## config.mk

```make
export PLATFORM = sky130hd
export DESIGN_NAME = md_iteration_sequencer
export DESIGN_NICKNAME = d
export VERILOG_FILES = /design/src/rtl/md_pkg.sv /design/src/rtl/ref_wb_tracker.sv /design/src/rtl/md_iteration_sequencer.sv
export SDC_FILE = /design/constraint.sdc
export NUM_CORES = 1
export LEC_CHECK = 0
export BUFFER_PORTS_ARGS = -buffer_cell sky130_fd_sc_hd__buf_2
export CAP_MARGIN = 0
export CORE_MARGIN = 2
export CORE_UTILIZATION = 34
export CTS_CLUSTER_SIZE = 10
export DETAILED_ROUTE_END_ITERATION = 10
export PLACE_DENSITY = 0.65
export SLEW_MARGIN = 20
export SYNTH_ARGS = -nofsm -noshare
export SYNTH_HDL_FRONTEND = slang
export SYNTH_SLANG_ARGS = --single-unit
```

## constraint.sdc

```tcl
create_clock -name clk -period 2.45 [get_ports clk]
set_clock_uncertainty 0.2 [all_clocks]
set_input_delay 0 -clock clk [delete_from_list [all_inputs] [get_ports clk]]
set_output_delay 0 -clock clk [all_outputs]
set_load 0.03 [all_outputs]
```

## src/rtl/md_pkg.sv

```systemverilog
// Shared types for the MD core iteration sequencer and its reference-writeback tracker.
package md_pkg;

    typedef enum logic [1:0] {
        IDLE  = 2'd0,
        FORCE = 2'd1,
        MU    = 2'd2
    } iter_seq_state_t;

    typedef enum logic [1:0] {
        COLLECT = 2'd0,
        DRAIN   = 2'd1,
        HOLD    = 2'd2
    } ref_trk_state_t;

    function automatic logic [31:0] sat_inc32(input logic [31:0] v);
        return (v == 32'hFFFF_FFFF) ? v : (v + 32'd1);
    endfunction

endpackage

```

## src/rtl/ref_wb_tracker.sv

```systemverilog
// Collects per-PE reference writeback flags, then waits the programmed ring drain
// time before declaring the interconnect empty; held until goto_next_ref.
module ref_wb_tracker
    import md_pkg::*;
#(
    parameter int NUM_CELLS       = 64,
    parameter int DRAIN_CNT_WIDTH = 8
) (
    input  logic                       clk,
    input  logic                       rst,
    input  logic                       active,
    input  logic [DRAIN_CNT_WIDTH-1:0] drain_cycles,
    input  logic [NUM_CELLS-1:0]       ref_wb_issued,
    input  logic                       goto_next_ref,
    output logic                       all_ref_wb_issued,
    output logic                       interconnect_empty
);

    localparam logic [DRAIN_CNT_WIDTH-1:0] CNT_ZERO = {DRAIN_CNT_WIDTH{1'b0}};
    localparam logic [DRAIN_CNT_WIDTH-1:0] CNT_ONE  = {{(DRAIN_CNT_WIDTH-1){1'b0}}, 1'b1};

    ref_trk_state_t             state_q, state_d;
    logic [NUM_CELLS-1:0]       vec_q, vec_d;
    logic [DRAIN_CNT_WIDTH-1:0] cnt_q, cnt_d;
    logic [DRAIN_CNT_WIDTH-1:0] cnt_inc_s;

    assign cnt_inc_s = cnt_q + CNT_ONE;

    // Tracker next-state: goto_next_ref outranks drain completion.
    always_comb begin
        state_d = state_q;
        vec_d   = vec_q;
        cnt_d   = cnt_q;
        if (!active) begin
            state_d = COLLECT;
            vec_d   = {NUM_CELLS{1'b0}};
            cnt_d   = CNT_ZERO;
        end else begin
            case (state_q)
                COLLECT: begin
                    vec_d = vec_q | ref_wb_issued;
                    if (&vec_d) begin
                        cnt_d   = CNT_ZERO;
                        state_d = (drain_cycles == CNT_ZERO) ? HOLD : DRAIN;
                    end else begin
                        state_d = COLLECT;
                    end
                end
                DRAIN: begin
                    if (goto_next_ref) begin
                        state_d = COLLECT;
                        vec_d   = {NUM_CELLS{1'b0}};
                        cnt_d   = CNT_ZERO;
                    end else if (cnt_inc_s == drain_cycles) begin
                        state_d = HOLD;
                        cnt_d   = cnt_inc_s;
                    end else begin
                        cnt_d   = cnt_inc_s;
                    end
                end
                HOLD: begin
                    if (goto_next_ref) begin
                        state_d = COLLECT;
                        vec_d   = {NUM_CELLS{1'b0}};
                        cnt_d   = CNT_ZERO;
                    end else begin
                        state_d = HOLD;
                    end
                end
                default: begin
                    state_d = COLLECT;
                    vec_d   = {NUM_CELLS{1'b0}};
                    cnt_d   = CNT_ZERO;
                end
            endcase
        end
    end

    // Tracker state registers.
    always_ff @(posedge clk or negedge rst) begin
        if (!rst) begin
            state_q <= COLLECT;
            vec_q   <= {NUM_CELLS{1'b0}};
            cnt_q   <= CNT_ZERO;
        end else begin
            state_q <= state_d;
            vec_q   <= vec_d;
            cnt_q   <= cnt_d;
        end
    end

    assign all_ref_wb_issued  = (state_q != COLLECT);
    assign interconnect_empty = (state_q == HOLD);

endmodule

```

## src/rtl/md_iteration_sequencer.sv

```systemverilog
// Force-evaluation / motion-update iteration loop controller for the MD core.
// Build option: MD_ITER_SEQ_PERF_EN adds saturating DRAIN and HOLD-stall cycle counters.
module md_iteration_sequencer
    import md_pkg::*;
#(
    parameter int NUM_CELLS       = 64,
    parameter int NUM_RINGS       = 1,
    parameter int DRAIN_CNT_WIDTH = 8,
    parameter int ITER_CNT_WIDTH  = 16
) (
    input  logic                           clk,
    input  logic                           rst,
    input  logic                           start,
    input  logic                           stop,
    input  logic [ITER_CNT_WIDTH-1:0]      num_iters,
    input  logic [DRAIN_CNT_WIDTH-1:0]     drain_cycles,
    input  logic [NUM_CELLS-1:0]           ref_wb_issued,
    input  logic                           goto_next_ref,
    input  logic                           all_reading_done,
    input  logic                           all_filter_buffer_empty,
    input  logic                           force_cache_input_buffer_empty,
    input  logic [NUM_RINGS*NUM_CELLS-1:0] ring_data_valid,
    input  logic                           mu_done,
`ifdef MD_ITER_SEQ_PERF_EN
    output logic [31:0]                    perf_drain_cycles,
    output logic [31:0]                    perf_stall_cycles,
`endif
    output logic                           iter_start,
    output logic                           all_ref_wb_issued,
    output logic                           all_force_wr_issued,
    output logic                           motion_update_start,
    output logic [ITER_CNT_WIDTH-1:0]      iter_count,
    output logic                           busy,
    output logic                           run_done
);

    localparam logic [ITER_CNT_WIDTH-1:0] ITER_ZERO = {ITER_CNT_WIDTH{1'b0}};
    localparam logic [ITER_CNT_WIDTH-1:0] ITER_ONE  = {{(ITER_CNT_WIDTH-1){1'b0}}, 1'b1};

    iter_seq_state_t               state_q, state_d;
    logic [ITER_CNT_WIDTH-1:0]     iter_count_q, iter_count_d;
    logic [ITER_CNT_WIDTH-1:0]     num_iters_q, num_iters_d;
    logic [DRAIN_CNT_WIDTH-1:0]    drain_q, drain_d;
    logic                          stop_pend_q, stop_pend_d;
    logic                          iter_start_q, iter_start_d;
    logic                          mu_start_q, mu_start_d;
    logic                          run_done_q, run_done_d;
    logic [ITER_CNT_WIDTH-1:0]     count_inc_s;
    logic                          stop_now_s;
    logic                          interconnect_empty;

    ref_wb_tracker #(
        .NUM_CELLS       (NUM_CELLS),
        .DRAIN_CNT_WIDTH (DRAIN_CNT_WIDTH)
    ) u_ref_wb_tracker (
        .clk                (clk),
        .rst                (rst),
        .active             (state_q == FORCE),
        .drain_cycles       (drain_q),
        .ref_wb_issued      (ref_wb_issued),
        .goto_next_ref      (goto_next_ref),
        .all_ref_wb_issued  (all_ref_wb_issued),
        .interconnect_empty (interconnect_empty)
    );

    assign all_force_wr_issued = (ring_data_valid == {(NUM_RINGS*NUM_CELLS){1'b0}})
                               & force_cache_input_buffer_empty & all_filter_buffer_empty
                               & all_ref_wb_issued & interconnect_empty;

    assign count_inc_s = iter_count_q + ITER_ONE;
    assign stop_now_s  = stop_pend_q | stop;

    // Main FSM next-state; a stop seen alongside mu_done ends the run at that iteration.
    always_comb begin
        state_d      = state_q;
        iter_count_d = iter_count_q;
        num_iters_d  = num_iters_q;
        drain_d      = drain_q;
        stop_pend_d  = stop_pend_q;
        iter_start_d = 1'b0;
        mu_start_d   = 1'b0;
        run_done_d   = 1'b0;
        case (state_q)
            IDLE: begin
                if (start) begin
                    num_iters_d  = num_iters;
                    drain_d      = drain_cycles;
                    iter_count_d = ITER_ZERO;
                    stop_pend_d  = 1'b0;
                    iter_start_d = 1'b1;
                    state_d      = FORCE;
                end else begin
                    state_d      = IDLE;
                end
            end
            FORCE: begin
                stop_pend_d = stop_now_s;
                if (all_reading_done & all_force_wr_issued) begin
                    mu_start_d = 1'b1;
                    state_d    = MU;
                end else begin
                    state_d    = FORCE;
                end
            end
            MU: begin
                stop_pend_d = stop_now_s;
                if (mu_done) begin
                    iter_count_d = count_inc_s;
                    if (stop_now_s || ((num_iters_q != ITER_ZERO) && (count_inc_s == num_iters_q))) begin
                        run_done_d   = 1'b1;
                        state_d      = IDLE;
                    end else begin
                        iter_start_d = 1'b1;
                        state_d      = FORCE;
                    end
                end else begin
                    state_d = MU;
                end
            end
            default: begin
                state_d = IDLE;
            end
        endcase
    end

    // Main FSM and pulse registers.
    always_ff @(posedge clk or negedge rst) begin
        if (!rst) begin
            state_q      <= IDLE;
            iter_count_q <= ITER_ZERO;
            num_iters_q  <= ITER_ZERO;
            drain_q      <= {DRAIN_CNT_WIDTH{1'b0}};
            stop_pend_q  <= 1'b0;
            iter_start_q <= 1'b0;
            mu_start_q   <= 1'b0;
            run_done_q   <= 1'b0;
        end else begin
            state_q      <= state_d;
            iter_count_q <= iter_count_d;
            num_iters_q  <= num_iters_d;
            drain_q      <= drain_d;
            stop_pend_q  <= stop_pend_d;
            iter_start_q <= iter_start_d;
            mu_start_q   <= mu_start_d;
            run_done_q   <= run_done_d;
        end
    end

    assign iter_start          = iter_start_q;
    assign motion_update_start = mu_start_q;
    assign run_done            = run_done_q;
    assign iter_count          = iter_count_q;
    assign busy                = (state_q != IDLE);

`ifdef MD_ITER_SEQ_PERF_EN
    logic [31:0] perf_drain_q, perf_drain_d;
    logic [31:0] perf_stall_q, perf_stall_d;

    // DRAIN is the only tracker state that reports writeback done without an empty ring.
    always_comb begin
        perf_drain_d = perf_drain_q;
        perf_stall_d = perf_stall_q;
        if ((state_q == IDLE) && start) begin
            perf_drain_d = 32'd0;
            perf_stall_d = 32'd0;
        end else begin
            if (all_ref_wb_issued & ~interconnect_empty) begin
                perf_drain_d = sat_inc32(perf_drain_q);
            end else begin
                perf_drain_d = perf_drain_q;
            end
            if (interconnect_empty & ~all_force_wr_issued) begin
                perf_stall_d = sat_inc32(perf_stall_q);
            end else begin
                perf_stall_d = perf_stall_q;
            end
        end
    end

    // Performance counter registers.
    always_ff @(posedge clk or negedge rst) begin
        if (!rst) begin
            perf_drain_q <= 32'd0;
            perf_stall_q <= 32'd0;
        end else begin
            perf_drain_q <= perf_drain_d;
            perf_stall_q <= perf_stall_d;
        end
    end

    assign perf_drain_cycles = perf_drain_q;
    assign perf_stall_cycles = perf_stall_q;
`endif

endmodule

```

==> qor_table.md, run 1 <==
| Result | This run |
| --- | --- |
| Outcome | finished clean |
| Flops & latches, synth | 120 |
| Hold Path End | num_iters_q[6]$_DFFE_PN0P_ |
| Number of optimization iterations in the first detailed-route pass | 5 |
| DP Worst Slack | 84.9 ps |
| Worst vdd ir | 0.000535 V |
| Critical path class | reg -> out |
| Worst EP required | 2250 ps |
| Bufs on Longest Clock Path | 2 |
| Register area share after synthesis | 0.500 |
| Cells traversed along the worst timing path | inv_2, ha_4, inv_4, nor4b_4, nand4_1, nor4_4, buf_6 |
| Total global routing overflow | 0 |
| Ant. Diodes | 0 |
| Number of instances in the synthesized netlist | 606 |
| Clock sinks | 120 |
| Ratio of cells with drive above 1 in the final layout | 0.312 |
| Count of boundary I/O pins | 183 |
| Maximum operating frequency | 421 MHz |
| Area of the multi-input gates | 2940 sq um |
| Power density over the cells | 670 nW/um^2 |
| Post-synth top area cell | sky130_fd_sc_hd__dfrtp_1 |
| Vias in the first global route | 6212 |
| Portion of the clock cycle consumed by the worst path in the final layout | 0.969 |
| Count of flip-flops with a built-in enable after synthesis | 0 |
| Worst hold slack across all endpoints | 152 ps |
| Clock insertion delay at the later pin of the skew report | 420 ps |
| Sort of element at the end of the critical path | primary output |
| Final Critical Period | 2370 ps |
| Via count of the routed design | 6049 |
| Core region area | 17300 sq um |
| Fill cell count | 1478 |
| Sequential cell area | 3000 sq um |
| Minimum setup slack among reg-to-reg paths | 130 ps |
| Global routing usage summed across all routing layers | 0.204 |
| Synth Area per Inst | 9.90 sq um |
| Cell Area, Placed | 7360 sq um |
| Residual DRC | 0 |
| Post-route cell area | 9530 sq um |
| Starting utilization of the core area | 0.347 |
| Least-Margin Pin Slew | 946 ps |
| Static Leak | 4.24 nW |
| Detail Route Antenna Nets | 0 |
| Pwr Total | 6.38 mW |
| First-pass GRT wire length | 29800 microns |
| Routed via count divided by cell count | 5.05 |
| Crit path DAT | 2170 ps |
| Die X | 137 microns |
| Number of maximum-capacitance constraint violations | 0 |
| Worst Slack Setup Final | 75.1 ps |
| Routed length per instance | 15.6 microns |
| Net count of the mapped netlist | 777 |
| Area growth from synthesis to final layout | 58.8% |
| Type of the tightest min-delay check | in -> reg |
| Cell count of the worst reg-to-reg path | 8 |
| Unrepaired setup endpoints after global routing | yes |
| Total count of max-transition violations in the final report | 0 |
| Number of H-tree branching levels | 4 |
| Startpoint of the lowest-slack register-to-register path | iter_count[0]$_DFFE_PN0P_ |
| Endpoints failing hold | 0 |
| Worst-path cell with the longest stage delay | sky130_fd_sc_hd__dfrtp_1 |
| Worst Min Path Start | num_iters[6] |
| Clock slew at the register clock pins of the worst setup and hold paths | 60 ps |
| Synth top area cells | sky130_fd_sc_hd__dfrtp_1 (50%), sky130_fd_sc_hd__nor2_1 (6.4%), sky130_fd_sc_hd__a21oi_1 (5.8%), sky130_fd_sc_hd__mux2_2 (4.7%), sky130_fd_sc_hd__xnor2_1 (3.6%) |
| Post-DP HPWL | 11700 microns |
| Syn Std Cell Area | 6000 sq um |
| DRC marker count from the first detailed-route iteration | 317 |
| Wire length after detailed routing | 18700 microns |
| Worst-path fanout max | 3 |
| Die Footprint | 18700 sq um |
| Number of distinct standard cells referenced by the synthesized netlist | 58 |
| Longest individual stage delay on the worst path | 410 ps |
| CTS buffer count | 17 |
| Number of nets in the layout | 1131 |
| Max transition margin | 0.367 |
| Input/output buffers | 182 |
| Root buf cell | sky130_fd_sc_hd__clkbuf_16 |
| RD Place Congestion | 0.861 |
| Row count | 48 |
| Final number of setup-violating endpoints | 0 |
| Kind of start point of the critical path | flip-flop |
| Core Util, Final | 0.551 |
| Worst r2r dst | state_q[0]$_DFF_PN0_ |
| Count of warnings emitted by yosys | 0 |
| Fraction of synthesized cell area taken by the top area cell type | 0.500 |
| CTS tree | yes |
| Number of cells on the worst hold path | 3 |
| Fraction of registers with async set/reset | 1.00 |
| Most frequently used flop master after synthesis | sky130_fd_sc_hd__dfrtp_1 |
| Pin count of the biggest net entering global routing | 65 |
| Die Y-Extent | 137 microns |
| Antenna violations before repair | 0 |
-- logic make-up (layout without fill, tap and decap cells) --
family / Yosys count / in the layout / share of synthesized area
fa+ha+maj: 10 / 10 / 0.0209
buf+inv: 37 / 404 / 0.0261
xor+xnor: 35 / 35 / 0.0511
compound gates: 156 / 156 / 0.156
mux: 27 / 27 / 0.0511
flops: 120 / 120 / 0.500
simple gates: 221 / 221 / 0.194
-- metrics by stage --
| stage | setup TNS, ps | instances |
|---|---|---|
| floorplan | 0 | 606 |
| global placement | 0 | 1017 |
| detailed placement | 0 | 1017 |
| CTS | 0 | 1193 |
| global route | -110 | 1198 |
| finish | 0 | 1198 |
-- synth_stat cells (3+ instances only) --
| cell type | instances |
|---|---|
| sky130_fd_sc_hd__dfrtp_1 | 120 |
| sky130_fd_sc_hd__clkbuf_1 | 20 |
| sky130_fd_sc_hd__nor4_1 | 28 |
| sky130_fd_sc_hd__o21ai_0 | 25 |
| sky130_fd_sc_hd__xor2_1 | 10 |
| sky130_fd_sc_hd__nor3_1 | 3 |
| sky130_fd_sc_hd__inv_1 | 12 |
| sky130_fd_sc_hd__ha_1 | 10 |
| sky130_fd_sc_hd__nand2_1 | 26 |
| sky130_fd_sc_hd__nor2_1 | 103 |
| sky130_fd_sc_hd__o21ai_1 | 3 |
| sky130_fd_sc_hd__o31ai_1 | 5 |
| sky130_fd_sc_hd__a31oi_1 | 6 |
| sky130_fd_sc_hd__a21oi_1 | 70 |
| sky130_fd_sc_hd__nand4_1 | 11 |
| sky130_fd_sc_hd__mux2_2 | 25 |
| sky130_fd_sc_hd__o22ai_1 | 32 |
| sky130_fd_sc_hd__and3_1 | 4 |
| sky130_fd_sc_hd__nor4_4 | 3 |
| sky130_fd_sc_hd__nand3_1 | 18 |
| sky130_fd_sc_hd__xnor2_1 | 25 |
-- where the power goes --
| group | switching [mW] | internal [mW] |
|---|---|---|
| Sequential | 0.289 | 2.33 |
| Clock | 0.874 | 1.64 |
| Combinational | 0.565 | 0.676 |
-- critical path, delay by kind of cell, from the launching register on --
| kind | cells | cell delay, ps |
|---|---|---|
| and+or+nand+nor | 3 | 860 |
| DFF | 1 | 410 |
| adders and majority gates | 1 | 150 |
| buffers and inverters | 3 | 330 |
-- how the worst max path moves through the flow --
stage,from,end
final,u_ref_wb_tracker.state_q[0]$_DFFE_PN0P_,all_force_wr_issued
after global routing,u_ref_wb_tracker.state_q[0]$_DFFE_PN0P_,all_force_wr_issued
after CTS,u_ref_wb_tracker.state_q[0]$_DFFE_PN0P_,all_force_wr_issued
after detailed placement,u_ref_wb_tracker.cnt_q[0]$_DFFE_PN0P_,u_ref_wb_tracker.state_q[1]$_DFFE_PN0P_
after global placement,u_ref_wb_tracker.cnt_q[0]$_DFFE_PN0P_,u_ref_wb_tracker.state_q[1]$_DFFE_PN0P_
after floorplan,iter_count[0]$_DFFE_PN0P_,state_q[0]$_DFF_PN0_
-- layout make-up --
type,instances,share of cell area
clock buffers,23,0.0491
clock inverters,9,0.0129
inverters,12,0.00499
multi-input cells,449,0.309
flip-flops and latches,120,0.315
well taps,225,0.0296
repair buffers,360,0.280
-- timing repair --
| action | 4_1_cts | 5_1_grt |
|---|---|---|
| setup endpoints to repair | 0 | 5 |
| resized for setup | 0 | 20 |
| hold buffers | 144 | 0 |
| hold endpoints to repair | 232 | 0 |
| setup buffers | 0 | 5 |
-- layout by cell type (no fill, tap or decap), types with 5 or more instances in the layout --
| master | n |
|---|---|
| sky130_fd_sc_hd__o21ai_0 | 25 |
| sky130_fd_sc_hd__buf_2 | 180 |
| sky130_fd_sc_hd__nand3_1 | 18 |
| sky130_fd_sc_hd__a31oi_1 | 6 |
| sky130_fd_sc_hd__nand2_1 | 26 |
| sky130_fd_sc_hd__inv_1 | 10 |
| sky130_fd_sc_hd__clkinv_2 | 5 |
| sky130_fd_sc_hd__nor2_1 | 102 |
| sky130_fd_sc_hd__dfrtp_1 | 120 |
| sky130_fd_sc_hd__nand4_1 | 11 |
| sky130_fd_sc_hd__xor2_1 | 9 |
| sky130_fd_sc_hd__o31ai_1 | 5 |
| sky130_fd_sc_hd__clkbuf_16 | 17 |
| sky130_fd_sc_hd__buf_4 | 32 |
| sky130_fd_sc_hd__mux2_2 | 25 |
| sky130_fd_sc_hd__dlygate4sd3_1 | 143 |
| sky130_fd_sc_hd__o22ai_1 | 32 |
| sky130_fd_sc_hd__xnor2_1 | 25 |
| sky130_fd_sc_hd__nor4_1 | 24 |
| sky130_fd_sc_hd__a21oi_1 | 70 |
| sky130_fd_sc_hd__ha_1 | 7 |
-- state kept, by name, indices dropped and copies added, names as in the netlist --
register and flops:
u_ref_wb_tracker.state_q 2, num_iters_q 16, drain_q 8, u_ref_wb_tracker.cnt_q 8, motion_update_start 1, iter_start 1
run_done 1, u_ref_wb_tracker.vec_q 64, iter_count 16, state_q 2, stop_pend_q 1
-- layer usage --
metal | GRT usage | wire length, microns
met5 | 0 | 0
met2 | 0.347 | 9360
met3 | 0.0641 | 1180
met1 | 0.247 | 7870
met4 | 0.0619 | 281
No activity file was read; power rests on OpenSTA's default activity.
==> run 2: changes to the inputs <==
==> constraint.sdc (replaced) <==
create_clock -name clk -period 2.4 [get_ports clk]
set_clock_uncertainty 0.2 [all_clocks]
set_input_delay 0 -clock clk [delete_from_list [all_inputs] [get_ports clk]]
set_output_delay 0 -clock clk [all_outputs]
set_load 0.03 [all_outputs]
==> run 2 against run 1 <==
Against the previous run: total power up 3.8%; global-route usage up 1.1 points; core utilization up 0.61 points.
==> qor_table.md, run 2 (synthesized netlist as in run 1, its figures left out) <==
| Result | This run |
| --- | --- |
| Outcome | finished clean |
| Worst-path fanout max | 3 |
| Final number of setup-violating endpoints | 0 |
| Die X | 137 microns |
| Row count | 48 |
| Post-route cell area | 9630 sq um |
| Routed via count divided by cell count | 5.12 |
| Critical path class | reg -> out |
| Final non-filler cell total | 1207 |
| RD Place Congestion | 0.824 |
| Endpoints failing hold | 0 |
| Final Critical Period | 2380 ps |
| Startpoint of the lowest-slack register-to-register path | u_ref_wb_tracker.cnt_q[0]$_DFFE_PN0P_ |
| Number of H-tree branching levels | 4 |
| CTS tree | yes |
| Number of nets in the layout | 1141 |
| Worst hold slack across all endpoints | 137 ps |
| Worst Slack Setup Final | 19.6 ps |
| Area growth from synthesis to final layout | 60.5% |
| Kind of start point of the critical path | flip-flop |
| Maximum operating frequency | 420 MHz |
| Wire length after detailed routing | 19800 microns |
| Number of optimization iterations in the first detailed-route pass | 4 |
| Fraction of power spent switching nets | 0.277 |
| Input/output buffers | 182 |
| Least-Margin Pin Slew | 679 ps |
| Die Footprint | 18700 sq um |
| Pin count of the biggest net entering global routing | 65 |
| Die Y-Extent | 137 microns |
| DRC marker count from the first detailed-route iteration | 300 |
| Power density over the cells | 688 nW/um^2 |
| Count of boundary I/O pins | 183 |
| Via count of the routed design | 6177 |
| Cell Area, Placed | 7390 sq um |
| Share of power burned in registers | 0.407 |
| Design internal power | 4.79 mW |
| Core region area | 17300 sq um |
| CTS buffer count | 17 |
| Max transition margin | 0.548 |
| Antenna violations before repair | 0 |
| Sort of element at the end of the critical path | primary output |
| Commonest cells after routing, fill and taps aside | sky130_fd_sc_hd__buf_2 (180), sky130_fd_sc_hd__dlygate4sd3_1 (149), sky130_fd_sc_hd__dfrtp_1 (116) |
| Comb power frac | 0.204 |
| Worst vdd ir | 0.000526 V |
| Sum of negative setup slack | 0 ps |
| Core Util, Final | 0.557 |
| Number of maximum-capacitance constraint violations | 0 |
| Static Leak | 4.27 nW |
| Clock insertion delay at the later pin of the skew report | 420 ps |
| Max FFs per register | 64 |
| Type of the tightest min-delay check | in -> reg |
| Cell count of the worst reg-to-reg path | 8 |
| Detail Route Antenna Nets | 0 |
| Root buf cell | sky130_fd_sc_hd__clkbuf_16 |
| Portion of the clock cycle consumed by the worst path in the final layout | 0.992 |
| Pwr Total | 6.62 mW |
| Clock slew at the register clock pins of the worst setup and hold paths | 60 ps |
| Unrepaired setup endpoints after global routing | yes |
| Vias in the first global route | 6463 |
| DP Worst Slack | -9.78 ps |
| Crit path DAT | 2180 ps |
| Routed length per instance | 16.4 microns |
| Starting utilization of the core area | 0.347 |
| Total count of max-transition violations in the final report | 0 |
| Net switching component of the power | 1.83 mW |
| Post-DP HPWL | 12000 microns |
| Total global routing overflow | 0 |
| First-pass GRT wire length | 31500 microns |
| Number of cells on the worst hold path | 8 |
| Residual DRC | 0 |
| Worst EP required | 2200 ps |
| Most common cell after layout, fill and taps aside | sky130_fd_sc_hd__buf_2 |
| First element of the critical path | u_ref_wb_tracker.state_q[0]$_DFFE_PN0P_ |
| Global routing usage summed across all routing layers | 0.215 |
| Cell count after placement | 1022 |
| Ratio of cells with drive above 1 in the final layout | 0.321 |
| Ant. Diodes | 0 |
| Worst Min Path Start | ring_data_valid[18] |
| Clock sinks | 120 |
| Register bank with the most flops | u_ref_wb_tracker.vec_q |
| Bufs on Longest Clock Path | 2 |
| Relative contribution of the clock network to total power | 0.389 |
-- run 2: critical path, stage by stage, from the launching register on --
cell	delay, ps
sky130_fd_sc_hd__dfrtp_1	420
sky130_fd_sc_hd__inv_2	110
sky130_fd_sc_hd__ha_4	140
sky130_fd_sc_hd__inv_2	50
sky130_fd_sc_hd__nor4b_4	260
sky130_fd_sc_hd__nand4_1	260
sky130_fd_sc_hd__nor4_4	310
sky130_fd_sc_hd__buf_4	210
-- run 2: repair_timing --
action | CTS | global route
gates cloned | 0 | 0
setup buffers | 1 | 3
pin swaps | 1 | 12
endpoints found under the hold margin | 228 | 0
setup endpoints to repair | 5 | 11
gates resized for setup | 1 | 22
hold buffers | 150 | 0
-- run 2: power groups by stage --
stage,Clock (mW),Combinational (mW),Sequential (mW)
2_1_floorplan,0,0.707,2.61
3_3_place_gp,0,1.03,2.70
3_5_place_dp,0,1.06,2.70
4_1_cts,2.63,1.31,2.68
5_1_grt,2.73,1.49,2.73
6_report,2.58,1.35,2.70
-- run 2: area by class of cell --
type / instances / area (sq um)
Clock inverter: 11 / 149
Timing Repair Buffer: 370 / 2740
Fill cell: 1460 / 7660
Inverter: 12 / 45.0
Clock buffer: 20 / 447
Tap cell: 225 / 282
Multi-Input combinational cell: 449 / 2960
Sequential cell: 120 / 3010
-- run 2: final timing paths --
kind,endpoint,slack [ps]
min in group asynchronous,drain_q[7]$_DFFE_PN0P_,490
worst max register to register,u_ref_wb_tracker.state_q[1]$_DFFE_PN0P_,120
worst max-delay path,all_force_wr_issued,20
worst min register to register,u_ref_wb_tracker.vec_q[42]$_DFFE_PN0P_,290
max in group asynchronous,iter_count[1]$_DFFE_PN0P_,1200
worst min-delay path,motion_update_start$_DFF_PN0_,140
-- run 2: routing by layer --
layer  track usage  share of wire
met1         0.252           0.40
met2         0.376           0.51
met3        0.0648          0.065
met4        0.0687          0.018
met5             0              0
==> run 3: changes to the inputs <==
--- a/config.mk
+++ b/config.mk
@@ -5,13 +5,14 @@
 export SDC_FILE = /design/constraint.sdc
 export NUM_CORES = 1
 export LEC_CHECK = 0
+export ABC_AREA = 1
 export BUFFER_PORTS_ARGS = -buffer_cell sky130_fd_sc_hd__buf_2
 export CAP_MARGIN = 0
 export CORE_MARGIN = 2
 export CORE_UTILIZATION = 34
 export CTS_CLUSTER_SIZE = 10
 export DETAILED_ROUTE_END_ITERATION = 10
-export PLACE_DENSITY = 0.65
+export PLACE_DENSITY = 0.64
 export SLEW_MARGIN = 20
 export SYNTH_ARGS = -nofsm -noshare
 export SYNTH_HDL_FRONTEND = slang
==> run 3 against run 2 <==
Against the previous run: design area is 2.7% lower; clock power down 8.5%; clock-buffer cell count decreased by 2; synthesized area increased by 3.2%; routed wire length decreased by 2.7%; worst setup slack improved by 5.8 ps; global-route usage down 1.3 points; critical endpoint unchanged; largest cell class unchanged; highest routed layer unchanged.
==> qor_table.md, run 3 <==
| Result | This run |
| --- | --- |
| Antenna violations before repair | 1 |
| Global-route layer with the greatest usage | met2 |
| Die Footprint | 19300 sq um |
| Number of distinct standard cells referenced by the synthesized netlist | 35 |
| First-pass GRT wire length | 31800 microns |
| Post-synth top area cell | sky130_fd_sc_hd__dfrtp_1 |
| Input/output buffers | 182 |
| Maximum operating frequency | 421 MHz |
| Core region area | 17900 sq um |
| Startpoint of the lowest-slack register-to-register path | u_ref_wb_tracker.state_q[0]$_DFFE_PN0P_ |
| Max FFs per register | 64 |
| Number of nets in the layout | 1272 |
| Synth Area per Inst | 7.98 sq um |
| Kind of start point of the critical path | input port |
| Routed length per instance | 14.4 microns |
| Global routing usage summed across all routing layers | 0.202 |
| Starting utilization of the core area | 0.346 |
| Commonest cells in the synthesized netlist | sky130_fd_sc_hd__nor2_1 (138), sky130_fd_sc_hd__inv_1 (122), sky130_fd_sc_hd__dfrtp_1 (120) |
| Post-DP HPWL | 12800 microns |
| Power density over the cells | 762 nW/um^2 |
| Number of H-tree branching levels | 4 |
| Number of instances in the synthesized netlist | 776 |
| Cell count after placement | 1181 |
| Area growth from synthesis to final layout | 51.3% |
| Type of the tightest min-delay check | in -> reg |
| Detail Route Antenna Nets | 0 |
| Clock insertion delay at the later pin of the skew report | 420 ps |
| Hold Path End | motion_update_start$_DFF_PN0_ |
| Worst vdd ir | 0.000498 V |
| Worst r2r dst | state_q[0]$_DFF_PN0_ |
| Critical path class | in -> out |
| CTS tree | yes |
| Total count of max-transition violations in the final report | 0 |
| RD Place Congestion | 0.865 |
| Net count of the mapped netlist | 947 |
| Row count | 49 |
| Fill cell count | 1603 |
| Portion of the clock cycle consumed by the worst path in the final layout | 0.989 |
| Met2 track demand over resource | 0.326 |
| Count of flip-flops with a built-in enable after synthesis | 0 |
| Pin count of the biggest net entering global routing | 65 |
| Number of cells on the worst hold path | 6 |
| Total global routing overflow | 0 |
| Sort of element at the end of the critical path | primary output |
| Pwr Total | 7.14 mW |
| Endpoints failing hold | 0 |
| Count of warnings emitted by yosys | 0 |
| Ratio of cells with drive above 1 in the final layout | 0.239 |
| Fraction of synthesized cell area taken by the top area cell type | 0.485 |
| Die X | 139 microns |
| Worst-path fanout max | 2 |
| Most frequent cell after synthesis | sky130_fd_sc_hd__nor2_1 |
| Met3 GRT Util | 0.0497 |
| Via count of the routed design | 6502 |
| Minimum setup slack among reg-to-reg paths | 190 ps |
| Worst EP required | 2200 ps |
| Most common cell after layout, fill and taps aside | sky130_fd_sc_hd__buf_2 |
| CTS buffer count | 17 |
| Clock slew at the register clock pins of the worst setup and hold paths | 60 ps |
| Number of optimization iterations in the first detailed-route pass | 5 |
| Worst Slack Setup Final | 25.4 ps |
| Number of maximum-capacitance constraint violations | 0 |
| Cells traversed along the worst timing path | dlygate4sd3_1, buf_2, nor4_1, dlygate4sd3_1, nand4_1, nor2_1, and3_4, buf_4 |
| Residual DRC | 0 |
| Commonest cells after routing, fill and taps aside | sky130_fd_sc_hd__buf_2 (180), sky130_fd_sc_hd__nor2_1 (135), sky130_fd_sc_hd__dlygate4sd3_1 (127) |
| Bufs on Longest Clock Path | 2 |
| DRC marker count from the first detailed-route iteration | 441 |
| Syn Std Cell Area | 6190 sq um |
| Outcome | finished clean |
| Final number of setup-violating endpoints | 0 |
| Fraction of registers with async set/reset | 1.00 |
| Die Y-Extent | 139 microns |
| Vias in the first global route | 6589 |
| DP Worst Slack | 219 ps |
| Longest individual stage delay on the worst path | 610 ps |
| Root buf cell | sky130_fd_sc_hd__clkbuf_16 |
| Final Critical Period | 2370 ps |
| Static Leak | 4.80 nW |
| Clock sinks | 120 |
| Least-Margin Pin Slew | 385 ps |
| Register area share after synthesis | 0.485 |
| Synth top area cells | sky130_fd_sc_hd__dfrtp_1 (48%), sky130_fd_sc_hd__nor2_1 (8.4%), sky130_fd_sc_hd__o22ai_1 (7.7%), sky130_fd_sc_hd__inv_1 (7.4%), sky130_fd_sc_hd__nand2_1 (6.4%) |
| Wire length after detailed routing | 19300 microns |
| Register bank with the most flops | u_ref_wb_tracker.vec_q |
| Count of boundary I/O pins | 183 |
| Cell count of the worst reg-to-reg path | 10 |
| Most frequently used flop master after synthesis | sky130_fd_sc_hd__dfrtp_1 |
| Worst-path cell with the longest stage delay | sky130_fd_sc_hd__dlygate4sd3_1 |
| Most frequent CP cell | sky130_fd_sc_hd__dlygate4sd3_1 |
| Final non-filler cell total | 1344 |
| Worst Min Path Start | ring_data_valid[42] |
| Crit path DAT | 2170 ps |
| Met1 Track Usage GR | 0.262 |
| Routed via count divided by cell count | 4.84 |
| Flops & latches, synth | 120 |
| First element of the critical path | ring_data_valid[22] |
| Max transition margin | 0.743 |
[run 3: changes by cell type after synthesis, moves of 22 or more]
cell	before	now
sky130_fd_sc_hd__a21oi_1	70	24
sky130_fd_sc_hd__nand2_1	26	105
sky130_fd_sc_hd__inv_1	12	122
sky130_fd_sc_hd__nor2_1	103	138
sky130_fd_sc_hd__xnor2_1	25	3
sky130_fd_sc_hd__nand3_1	18	45
sky130_fd_sc_hd__o22ai_1	32	76
[run 3: layout make-up]
cell class / instances / area, sq um / share of cell area
multi-input combinational: 511 / 2700 / 0.288
antenna: 1 / 2.50 / 0.000267
timing repair buffer: 325 / 2360 / 0.252
inverter: 126 / 473 / 0.0505
clock inverter: 14 / 113 / 0.0120
clock buffer: 18 / 429 / 0.0458
sequential: 120 / 3000 / 0.320
tap: 229 / 287 / 0.0306
[run 3: where the power goes]
part	internal, mW	switching [mW]
clock	1.34	1.01
sequential	2.61	0.349
combinational	0.813	1.02
total	4.76	2.38
[run 3: routing by layer]
metal,share of wire,routed length [microns]
met5,0,0
met2,0.48,9220
met3,0.052,1010
met4,0.026,511
met1,0.44,8550
[run 3: repair_timing]
item,in CTS,in global routing
resized for setup,0,13
setup buffers,0,1
endpoints found under the setup margin,0,3
hold buffers,128,2
hold endpoints to repair,231,1
[run 3: cell families (layout without fill, tap and decap cells)]
logic type / after synthesis / count (layout) / share of synthesized area
AOI/OAI and AO/OA: 124 / 124 / 0.117
xor gates and xnor gates: 10 / 10 / 0.0164
adders and majority gates: 10 / 10 / 0.0202
buffers and inverters: 146 / 483 / 0.0899
DFF: 120 / 120 / 0.485
muxes: 4 / 4 / 0.00727
other: 0 / 1 / 0
and+or+nand+nor: 362 / 363 / 0.265
[run 3: worst max path at each step]
| stage | cells after the start | endpoint | slack, ps |
|---|---|---|---|
| global placement | 10 | state_q[0]$_DFF_PN0_ | 240 |
| global route | 8 | all_force_wr_issued | -10 |
| CTS | 8 | all_force_wr_issued | 80 |
| floorplan | 17 | state_q[0]$_DFF_PN0_ | 170 |
| finish | 8 | all_force_wr_issued | 30 |
| detailed placement | 16 | state_q[0]$_DFF_PN0_ | 220 |
[run 3: metrics by stage]
step	hold WS, ps	instance area, sq um	utilization	setup TNS (ps)
after global placement	-138	7460	0.417	0
after global routing	21.4	9370	0.523	-13.8
after detailed placement	-128	7460	0.417	0
after CTS	45.3	9300	0.519	0
after floorplan	-496	6190	-	0
final	19.7	9370	0.523	0
[run 3: critical path, delay by kind of cell]
family	cells	cell delay, ps
buf+inv	4	1440
simple gates	4	740
